==> src/rtl/oddr_tx_framer_if.sv <==
// Valid/ready payload handshake into the ODDR transmit framer.
interface oddr_tx_framer_if #(
  parameter int DATA_W = 16
);
  logic [DATA_W-1:0] tx_data;
  logic              tx_valid;
  logic              tx_ready;

  modport master (output tx_data, output tx_valid, input tx_ready);
  modport slave  (input tx_data, input tx_valid, output tx_ready);
endinterface

==> src/rtl/oddr_tx_framer.sv <==
// Transmit framer for the 1:4 DDR gearbox: training burst, then header + MSB-first nibbles.
// Optional CRC-4 trailer nibble when TX_CRC4_EN is defined.
module oddr_tx_framer #(
  parameter int DATA_W    = 16,
  parameter int TRAIN_LEN = 64
) (
  input  logic              i_sclk,
  input  logic              i_sync_reset,
  input  logic              i_start,
  oddr_tx_framer_if.slave   s_tx,
  output logic [3:0]        o_q,
  output logic              o_linked,
  output logic [15:0]       o_frame_cnt
);
  localparam int NIB   = DATA_W / 4;
  localparam int CNT_W = $clog2((TRAIN_LEN > NIB) ? TRAIN_LEN : NIB);

  typedef enum logic [2:0] {
    S_OFF, S_TRAIN, S_IDLE, S_HDR, S_DATA
`ifdef TX_CRC4_EN
    , S_CRC
`endif
  } state_t;

  state_t            r_state;
  state_t            w_next;
  logic [CNT_W-1:0]  r_cnt;
  logic [DATA_W-1:0] r_shift;
  logic [3:0]        r_q;
  logic [15:0]       r_frame_cnt;
  logic [3:0]        w_q_nxt;
  logic              w_last_nib;
  logic              w_final;
  logic              w_ready;
  logic              w_accept;

`ifdef TX_CRC4_EN
  logic [3:0] r_crc;

  // x^4+x+1, one payload bit per step, MSB of the nibble first
  function automatic logic [3:0] crc4_nib(input logic [3:0] c, input logic [3:0] n);
    logic [3:0] r;
    logic       fb;
    r = c;
    for (int i = 3; i >= 0; i--) begin
      fb = r[3] ^ n[i];
      r  = {r[2:0], 1'b0} ^ (fb ? 4'h3 : 4'h0);
    end
    return r;
  endfunction

  assign w_final = (r_state == S_CRC);
`else
  assign w_final = w_last_nib;
`endif

  assign w_last_nib    = (r_state == S_DATA) && (r_cnt == '0);
  assign w_ready       = !i_start && !i_sync_reset && ((r_state == S_IDLE) || w_final);
  assign w_accept      = w_ready && s_tx.tx_valid;
  assign s_tx.tx_ready = w_ready;
  assign o_q           = r_q;
  assign o_frame_cnt   = r_frame_cnt;

  always_ff @(posedge i_sclk) begin
    if (i_sync_reset) begin
      r_state     <= S_OFF;
      r_cnt       <= '0;
      r_shift     <= '0;
      r_q         <= 4'h0;
      r_frame_cnt <= 16'h0;
    end else begin
      r_state <= w_next;
      r_q     <= w_q_nxt;
      // one down-counter serves both the training burst and the nibble index
      if (i_start)
        r_cnt <= CNT_W'(TRAIN_LEN - 1);
      else if (r_state == S_HDR)
        r_cnt <= CNT_W'(NIB - 1);
      else if (r_cnt != '0)
        r_cnt <= r_cnt - 1'b1;
      if (w_accept)
        r_shift <= s_tx.tx_data;
      else if (r_state == S_DATA)
        r_shift <= {r_shift[DATA_W-5:0], 4'h0};
      if (w_final && !i_start)
        r_frame_cnt <= r_frame_cnt + 16'h1;
    end
  end

`ifdef TX_CRC4_EN
  always_ff @(posedge i_sclk) begin
    if (i_sync_reset)
      r_crc <= 4'h0;
    else if (r_state == S_HDR)
      r_crc <= 4'h0;
    else if (r_state == S_DATA)
      r_crc <= crc4_nib(r_crc, r_shift[DATA_W-1 -: 4]);
  end
`endif

  always_comb begin
    w_next = r_state;
    case (r_state)
      S_OFF:   if (i_start) w_next = S_TRAIN;
      S_TRAIN: if (r_cnt == '0) w_next = S_IDLE;
      S_IDLE:  if (w_accept) w_next = S_HDR;
      S_HDR:   w_next = S_DATA;
      S_DATA: begin
        if (w_last_nib) begin
`ifdef TX_CRC4_EN
          w_next = S_CRC;
`else
          w_next = w_accept ? S_HDR : S_IDLE;
`endif
        end
      end
`ifdef TX_CRC4_EN
      S_CRC:   w_next = w_accept ? S_HDR : S_IDLE;
`endif
      default: w_next = S_OFF;
    endcase
    if (i_start)
      w_next = S_TRAIN;
  end

  always_comb begin
    w_q_nxt  = 4'h0;
    o_linked = 1'b0;
    case (r_state)
      S_TRAIN: w_q_nxt = 4'h3;
      S_IDLE:  o_linked = 1'b1;
      S_HDR: begin
        w_q_nxt  = 4'hC;
        o_linked = 1'b1;
      end
      S_DATA: begin
        w_q_nxt  = r_shift[DATA_W-1 -: 4];
        o_linked = 1'b1;
      end
`ifdef TX_CRC4_EN
      S_CRC: begin
        w_q_nxt  = r_crc;
        o_linked = 1'b1;
      end
`endif
      default: w_q_nxt = 4'h0;
    endcase
  end
endmodule

==> src/flat_wrapper.sv <==
// flat-port wrapper written by rule: the top's interface ports become plain ports
module oddr_tx_framer_flat 
#(
  parameter int DATA_W    = 16,
  parameter int TRAIN_LEN = 64
)
  (i_sclk, i_sync_reset, i_start, o_q, o_linked, o_frame_cnt, s_tx_tx_data, s_tx_tx_valid, s_tx_tx_ready);
  oddr_tx_framer_if #(.DATA_W(DATA_W)) s_tx_i ();
  input  logic i_sclk;
  input  logic i_sync_reset;
  input  logic i_start;
  output logic [3:0] o_q;
  output logic o_linked;
  output logic [15:0] o_frame_cnt;
  input wire logic [$bits(s_tx_i.tx_data)-1:0] s_tx_tx_data;
  input wire logic [$bits(s_tx_i.tx_valid)-1:0] s_tx_tx_valid;
  output wire logic [$bits(s_tx_i.tx_ready)-1:0] s_tx_tx_ready;
  assign s_tx_i.tx_data = s_tx_tx_data;
  assign s_tx_i.tx_valid = s_tx_tx_valid;
  assign s_tx_tx_ready = s_tx_i.tx_ready;
  oddr_tx_framer #(.DATA_W(DATA_W), .TRAIN_LEN(TRAIN_LEN)) u_core (.i_sclk(i_sclk), .i_sync_reset(i_sync_reset), .i_start(i_start), .s_tx(s_tx_i), .o_q(o_q), .o_linked(o_linked), .o_frame_cnt(o_frame_cnt));
endmodule
==> config.mk <==
export PLATFORM = sky130hd
export DESIGN_NAME = oddr_tx_framer_flat
export DESIGN_NICKNAME = d
export VERILOG_FILES = /design/src/rtl/oddr_tx_framer_if.sv /design/src/rtl/oddr_tx_framer.sv /design/src/flat_wrapper.sv
export SDC_FILE = /design/constraint.sdc
export NUM_CORES = 1
export LEC_CHECK = 0
export ABC_AREA = 1
export CORE_MARGIN = 3
export CORE_UTILIZATION = 47
export DETAILED_ROUTE_END_ITERATION = 8
export PLACE_DENSITY = 0.77
export SLEW_MARGIN = 20
export SYNTH_ARGS = -nofsm -noshare
export SYNTH_HDL_FRONTEND = slang
export SYNTH_SLANG_ARGS = --single-unit
==> constraint.sdc <==
create_clock -name i_sclk -period 1.5 [get_ports i_sclk]
set_input_delay 0.3 -clock i_sclk [delete_from_list [all_inputs] [get_ports i_sclk]]
set_output_delay 0.3 -clock i_sclk [all_outputs]
set_load 0.005 [all_outputs]
==> results.cfg, run 1 <==
[finish]
stdcell_count = 486
area_growth_pct = 48.6
fin_nets = 441
diodes = 0
nFillCells = 348
layout_commonest_cell = nand2_1
drive_gt1_frac = 0.329
final_cell_mix = nand2_1 (87), buf_4 (42), nor2_1 (38), clkdlybuf4s50_1 (33), a21oi_1 (25)

[timing]
slew_headroom = 0.796
finalSetupViolCount = 19
setup_tns_ns = -1.35
finalWorstSetupSlack_ns = -0.143
finalCritPeriodShare = 1.10
clock_skew_ns = 0.0138
finalCriticalPeriod_ns = 1.64
hold_viol_final = 0
slew_viol_final = 0
rsz0062_at_grt = true
worst_pin_slew_ns = 0.305
fmax_mhz = 608

[clock_tree]
cts.path.max_buffers = 2
cts_tree = yes
root_buffer = clkbuf_8
cts_buffers = 5
clock-sinks = 45
path_clk_slew_ns = 0.09
clock_latency_ns = 0.31
htreeDepth = 2

[synthesis]
syn_area_um2 = 2350
yosysWarnings = 0
ys_ff_latch = 45
netlist_instances = 332
syn-num-nets = 355
yosysSeqAreaShare = 0.383
synth.distinct_cells = 30
post_synth.cell_area_avg_um2 = 7.08

[global_routing]
gr-total-overflow = 0
grt_start_max_net_pins = 27
antenna_found_initial = 0
grt_pass1_wl_um = 10200
grt_pass1_vias = 2382
grt_usage = 0.209

[power]
seq_power_share = 0.497
power_frac_comb = 0.119
power_density_nw_per_um2 = 703
clkPwrFrac = 0.384
swShare = 0.243
peakVddDrop_v = 0.000543
internal_power_w = 0.00186
total_power_w = 0.00246
leakage_nw = 1.56
p_sw_w = 0.000596

[detailed_routing]
drt-initial-drc-count = 130
routed_wl_um = 6200
drc_errors = 0
via_per_inst = 5.08
first_pass_iters = 4
antenna_left = 0
routedWlPerCell_um = 12.8
vias = 2471

[status]
status = finished with violations
failed_checks = setup timing

[place]
dp_hpwl_um = 4020
port_buffers = 41
dp.cells = 465
dp_slack_ns = -0.386
gp_congestion = 0.874

[die]
fp-row-count = 25
die_w_um = 76.7
core-area_um2 = 4790
fp.dieH_um = 76.7
dieArea_um2 = 5890
start_util = 0.491
io_pins = 42

[critical_path]
cp.arrival_ns = 1.84
critical_path.startpoint_type = flop
crit_fanout = 7
end_kind = flop
worstSetupPathType = flop to flop
crit_required_ns = 1.70

[job]
maxCapViolations = 0

[worst_hold_path]
min_path_type = flop to flop
[power groups by stage]
stage	Combinational [W]	Clock, W	Sequential, W
finish	0.000293	0.000942	0.00122
global route	0.000318	0.00101	0.00122
detailed placement	0.000266	0	0.00126
floorplan	0.000118	0	0.00126
CTS	0.000284	0.000958	0.00122
global placement	0.000260	0	0.00126
[worst max-delay path, stage by stage, from the launching register on]
cell	delay, ns
dfxtp_2	0.33
inv_2	0.07
ha_4	0.14
nand2_4	0.06
nor2_8	0.12
nand2_8	0.06
buf_6	0.13
nor2_4	0.20
inv_2	0.09
buf_4	0.15
nor3_4	0.12
nor2_1	0.06
[final cells by class]
class	count	area [µm²]	share of cell area
Multi-Input combinational cell	249	1420	0.408
Clock inverter	3	46.3	0.0133
Inverter	27	116	0.0333
Timing Repair Buffer	90	811	0.232
Tap cell	67	83.8	0.0240
Clock buffer	5	68.8	0.0197
Sequential cell	45	943	0.270
[registers in the layout, summed over array words and instances (netlist names)]
name,count
u_core.r_shift,16
u_core.r_cnt,6
u_core.r_state,3
u_core.o_frame_cnt,16
u_core.o_q,4
[cells in the mapped netlist (all sizes together)]
master	count	area [µm²]
a31oi	3	18.8
o2111ai	1	8.76
clkbuf	6	22.5
nand3b	1	11.3
o21ai	8	40.0
nand3	29	158
xor2	9	78.8
o21bai	1	7.51
nand4	7	43.8
inv	25	93.8
clkinv	2	20.0
ha	3	37.5
nor3	5	30.0
xnor2	1	8.76
dfxtp	45	901
buf	5	45.0
nand2	100	424
o211ai	1	7.51
a21oi	27	139
nor2	53	255
[layer usage]
metal  vias to the layer above  global-route usage  wire [µm]
met3                        17              0.0423        322
met5                         -                   0          0
met1                      1137               0.236       2470
met2                        79               0.374       3230
li1                       1238                   -          -
met4                         0              0.0960        180
[stage by stage]
stage / hold slack, ns / cell area, µm² / utilization
after global placement: 0.456 / 3060 / 0.640
after detailed placement: 0.455 / 3060 / 0.640
final: 0.471 / 3490 / 0.730
after floorplan: 0.421 / 2350 / -
after global routing: 0.499 / 3490 / 0.730
after CTS: 0.478 / 3290 / 0.688
[repair_timing]
| action | in CTS | in global routing |
|---|---|---|
| resized for setup | 48 | 41 |
| hold buffers | 0 | 0 |
| endpoints found under the setup margin | 49 | 48 |
| buffers inserted | 6 | 7 |
| cloned | 0 | 0 |
| pin swaps | 6 | 7 |
[worst paths after layout]
kind | from | endpoint | slack (ns) | depth (start not counted)
worst min-delay path | u_core.r_shift[15] | u_core.o_q[3] | 0.47 | 2
worst min register to register | u_core.r_shift[15] | u_core.o_q[3] | 0.47 | 2
worst max register to register | u_core.r_cnt[1] | u_core.o_frame_cnt[3] | -0.14 | 11
worst max-delay path | u_core.r_cnt[1] | u_core.o_frame_cnt[3] | -0.14 | 11
[cell families (layout without fill, tap and decap cells)]
group	after synthesis	after routing	synth area share
AO/OA/AOI/OAI	41	41	0.0942
XOR/XNOR	10	10	0.0373
adder cells (fa/ha/maj)	3	3	0.0160
buffers and inverters	38	125	0.0772
flip-flops	45	45	0.383
AND/OR/NAND/NOR	195	195	0.392
No activity file was read; power rests on OpenSTA's default activity.
==> inputs of run 2 (changes only) <==
Settings changed: CORE_MARGIN 3 to 1.
==> run 2 against run 1 <==
- fmax increased by 3.2%
- the flow still finishes with violations (setup timing)
- largest cell class unchanged
- critical path type is now flop to output pin
- count of clock-buffer cells in the layout unchanged
- final cell count increased by 0.21%
- first-iteration DRC count increased by 67%
- total power decreased by 6.6%
- core utilization decreased by 1.0 points
- combinational power increased by 1%
- non-clock buffer count increased by 1
- flip-flop and latch count unchanged
- clock skew decreased by 0.0046 ns
- largest power group unchanged
- sequential share of layout area increased by 0.68 points
==> results.cfg, run 2 (synthesis gave the netlist of run 1 again) <==
[global_routing]
antenna_found_initial = 0
grt_pass1_wl_um = 9710
gr-total-overflow = 0
use_met3 = 0.0511
grt_start_max_net_pins = 27
global_route.usage.met1 = 0.277
grt_busiest_layer = met2
grt_use_met2 = 0.421
grt_pass1_vias = 2252
grt_usage = 0.236

[die]
io_pins = 42
core-area_um2 = 4750
dieArea_um2 = 5290
fp-row-count = 25
fp.dieH_um = 72.7
die_w_um = 72.7
start_util = 0.494

[clock_tree]
cts_buffers = 5
root_buffer = clkbuf_8
clock-sinks = 45
cts.path.max_buffers = 2
cts_hold_buf = 0
htreeDepth = 2
path_clk_slew_ns = 0.09
cts_tree = yes
clock_latency_ns = 0.31

[power]
peakVddDrop_v = 0.000548
leakage_nw = 1.51
power_frac_comb = 0.130
p_sw_w = 0.000606
swShare = 0.264
total_power_w = 0.00229
seq_power_share = 0.530
internal_power_w = 0.00169
clkPwrFrac = 0.340
power_density_nw_per_um2 = 671

[critical_path]
r2r_end = u_core.o_frame_cnt[4]
rr_startpoint = u_core.r_cnt[0]
ff2ff_path_depth = 11
critical_path.startpoint_type = flop
end_kind = output pin
crit_fanout = 2
worstSetupPathType = flop to output pin
crit_required_ns = 1.20
cp.arrival_ns = 1.29
reg2reg_slack_ns = -0.08

[finish]
drive_gt1_frac = 0.286
fin_nets = 442
nFillCells = 375
layout_commonest_cell = nand2_1
area_growth_pct = 45.5
final_cell_mix = nand2_1 (95), buf_4 (45), nor2_1 (38), clkdlybuf4s50_1 (30), nand3_1 (27)
stdcell_count = 487
diodes = 0

[timing]
rsz0062_at_grt = true
finalSetupViolCount = 14
finalCritPeriodShare = 1.06
slew_headroom = 0.782
slew_viol_final = 0
worst_pin_slew_ns = 0.325
finalCriticalPeriod_ns = 1.59
hold_viol_final = 0
clock_skew_ns = 0.00915
finalWorstSetupSlack_ns = -0.0927
hold-worst-slack_ns = 0.469
fmax_mhz = 628

[worst_hold_path]
hp-start = u_core.r_shift[14]
min_path_type = flop to flop
whs_endpoint = u_core.o_q[2]
holdPathStages = 2

[detailed_routing]
routedWlPerCell_um = 11.9
drc_errors = 0
antenna_left = 0
routed_wl_um = 5780
via_per_inst = 4.99
drt-initial-drc-count = 217
first_pass_iters = 4
vias = 2428

[place]
gp_congestion = 0.838
port_buffers = 41
dp.cells = 465
dp_hpwl_um = 3920

[job]
maxCapViolations = 0

[status]
status = finished with violations
failed_checks = setup timing
run 2: changes by cell type in the layout (fill, tap and decap cells not counted), sizes merged:
cell	previous run	this run
clkinv	3	5
clkdlybuf4s50	33	30
dlygate4sd2	2	3
dlymetal6s2s	4	6
clkdlybuf4s15	0	1
clkinvlp	1	0
bufinv	1	0
run 2: worst max-delay path by stage:
stage                                from                     to
final                     u_core.r_cnt[0]          s_tx_tx_ready
after global routing      u_core.r_cnt[0]  u_core.o_frame_cnt[7]
after CTS                 u_core.r_cnt[1]          s_tx_tx_ready
after detailed placement     i_sync_reset          s_tx_tx_ready
after global placement       i_sync_reset          s_tx_tx_ready
after floorplan           u_core.r_cnt[0]     u_core.r_shift[10]
run 2: final cells by class:
class | count | area, µm² | area share
clock inverter | 3 | 22.5 | 0.00658
timing repair buffer | 91 | 828 | 0.242
inverter | 27 | 119 | 0.0347
sequential | 45 | 947 | 0.277
multi-input combinational | 249 | 1350 | 0.395
tap | 67 | 83.8 | 0.0245
clock buffer | 5 | 68.8 | 0.0201
run 2: power by group through the flow:
stage	sequential, W	combinational (W)	clock (W)
after floorplan	0.00126	0.000118	0
after global placement	0.00126	0.000261	0
after detailed placement	0.00126	0.000267	0
after CTS	0.00122	0.000286	0.000789
after global routing	0.00122	0.000331	0.000848
final	0.00122	0.000297	0.000780
run 2: metal layers:
layer,vias up,part of all wire
met3,13,0.036
met1,1122,0.42
met4,0,0.022
met5,-,0
li1,1244,-
met2,49,0.52
run 2: timing repair:
action                     4_1_cts  5_1_grt
hold endpoints to repair         0        0
setup endpoints to repair       51       47
resized for setup               52       20
setup buffers                    4       10
pin swaps                        5        6
run 2: critical path, cell delays in order, from the launching register on:
cell,delay (ns)
dfxtp_2,0.33
inv_2,0.07
ha_4,0.13
nand2_4,0.05
nor2_8,0.11
nand2_8,0.05
a21oi_2,0.11
buf_2,0.12
run 2: through the flow:
step	area [µm²]	utilization	setup TNS, ns	setup WS [ns]
6_report	3420	0.719	-0.592	-0.0927
5_1_grt	3420	0.719	-3.39	-0.167
4_1_cts	3270	0.689	-0.817	-0.0936
3_5_place_dp	3060	0.644	-5.10	-0.433
3_3_place_gp	3060	0.644	-3.82	-0.347
2_1_floorplan	2350	-	0	0.0164
==> inputs of run 3 (changes only) <==
Settings changed: SKIP_CTS_REPAIR_TIMING from default to 1, SLEW_MARGIN 20 to default.
==> run 3 against run 2 <==
- the flow still finishes with violations (setup timing)
- combinational power hardly changed
- setup slack worse by 0.010 ns
- largest cell class unchanged
- critical path depth stayed put
- largest power group unchanged
==> results.cfg, run 3 (synthesis gave the netlist of run 1 again) <==
[status]
status = finished with violations
failed_checks = setup timing

[clock_tree]
cts_tree = yes
htreeDepth = 2
clock_latency_ns = 0.30
cts_buffers = 5
cts.path.max_buffers = 2
path_clk_slew_ns = 0.09
clock-sinks = 45
root_buffer = clkbuf_8

[critical_path]
critical-path-slowest-cell = dfxtp_2
crit_fanout = 2
rr_startpoint = u_core.r_cnt[1]
critical_path.startpoint_type = flop
path_delay_family = flip-flops
cp.arrival_ns = 1.30
crit_start = u_core.r_cnt[1]
worst-path-buf-inv = 2
max_stage_delay_ns = 0.33
crit_required_ns = 1.20
end_kind = output pin
worstSetupPathType = flop to output pin
worstPathCellList = inv_2 > ha_4 > nand2_4 > nor2_8 > nand2_8 > a21oi_2 > buf_2

[power]
power_density_nw_per_um2 = 671
peakVddDrop_v = 0.000544
leakage_nw = 1.55

[place]
port_buffers = 41
place_area_um2 = 3060
gp_congestion = 0.838
dp_hpwl_um = 3920

[finish]
final_util = 0.713
fin_nets = 438
area_growth_pct = 44.3
drive_gt1_frac = 0.274
diodes = 0
nFillCells = 396
final_cell_mix = nand2_1 (95), buf_4 (41), nor2_1 (38), clkdlybuf4s50_1 (30), nand3_1 (27)
layout_commonest_cell = nand2_1
fin_area_um2 = 3390

[detailed_routing]
routed_wl_um = 5660
first_pass_iters = 5
vias = 2363
via_per_inst = 4.89
drt-initial-drc-count = 132
drc_errors = 0
routedWlPerCell_um = 11.7
antenna_left = 0

[timing]
hold_viol_final = 0
slew_viol_final = 0
clock_skew_ns = 0.00789
finalWorstSetupSlack_ns = -0.103
finalCriticalPeriod_ns = 1.60
fmax_mhz = 624
finalCritPeriodShare = 1.07
rsz0062_at_grt = true
finalSetupViolCount = 26
slew_headroom = 0.778
worst_pin_slew_ns = 0.333

[global_routing]
grt_pass1_vias = 2202
grt_usage = 0.223
grt_start_max_net_pins = 27
antenna_found_initial = 0
grt_pass1_wl_um = 9230
gr-total-overflow = 0

[die]
io_pins = 42
fp.dieH_um = 72.7
die_w_um = 72.7
core-area_um2 = 4750
start_util = 0.494
dieArea_um2 = 5290
fp-row-count = 25

[worst_hold_path]
min_path_type = flop to flop
hp-start = u_core.r_shift[14]

[job]
maxCapViolations = 0
-- run 3: cell count changes in the layout (fill, tap and decap cells not counted), sizes merged --
cell	before	now
buf	51	47
dlymetal6s2s	6	10
dlygate4sd2	3	0
clkdlybuf4s15	1	0
-- run 3: worst paths after layout --
| path | slack (ns) | to | depth (start not counted) |
|---|---|---|---|
| setup / recovery | -0.10 | s_tx_tx_ready | 7 |
| hold / removal | 0.47 | u_core.o_q[2] | 2 |
| setup reg to reg | -0.06 | u_core.o_frame_cnt[4] | 11 |
| hold reg to reg | 0.47 | u_core.o_q[2] | 2 |
-- run 3: metrics by stage --
stage	TNS [ns]	setup slack [ns]	hold slack (ns)	cells	power (W)
3_3_place_gp	-3.82	-0.347	0.455	465	0.00152
3_5_place_dp	-5.10	-0.433	0.455	465	0.00152
5_1_grt	-3.92	-0.178	0.501	483	0.00239
6_report	-0.945	-0.103	0.471	483	0.00228
2_1_floorplan	0	0.0164	0.421	332	0.00138
4_1_cts	-3.66	-0.582	0.468	473	0.00229
-- run 3: cell type report --
cell class                      instances  area [µm²]  area share
Inverter                               27         116      0.0343
Tap cell                               67        83.8      0.0247
Clock inverter                          3        22.5     0.00664
Timing Repair Buffer                   87         807       0.238
Clock buffer                            5        68.8      0.0203
Sequential cell                        45         951       0.280
Multi-Input combinational cell        249        1340       0.396
-- run 3: report_power, final --
| group | internal [W] | switching [W] | leakage, nW |
|---|---|---|---|
| sequential | 0.00120 | 0.0000142 | 0.377 |
| combinational | 0.000155 | 0.000140 | 1.12 |
| clock | 0.000331 | 0.000437 | 0.0481 |
-- run 3: worst min-delay path, cell delays in order, from the launching register on --
cell and delay (ns):
dfxtp_1 0.32, nand2_1 0.06, a21oi_1 0.05
-- run 3: layer usage --
metal  part of all wire  vias up  global-route usage  wire (µm)
li1                   -     1233                   -          -
met1               0.44     1080               0.263       2470
met2               0.52       44               0.398       2960
met3              0.032        6              0.0470        180
met4             0.0094        0              0.0828         53
met5                  0        -                   0          0
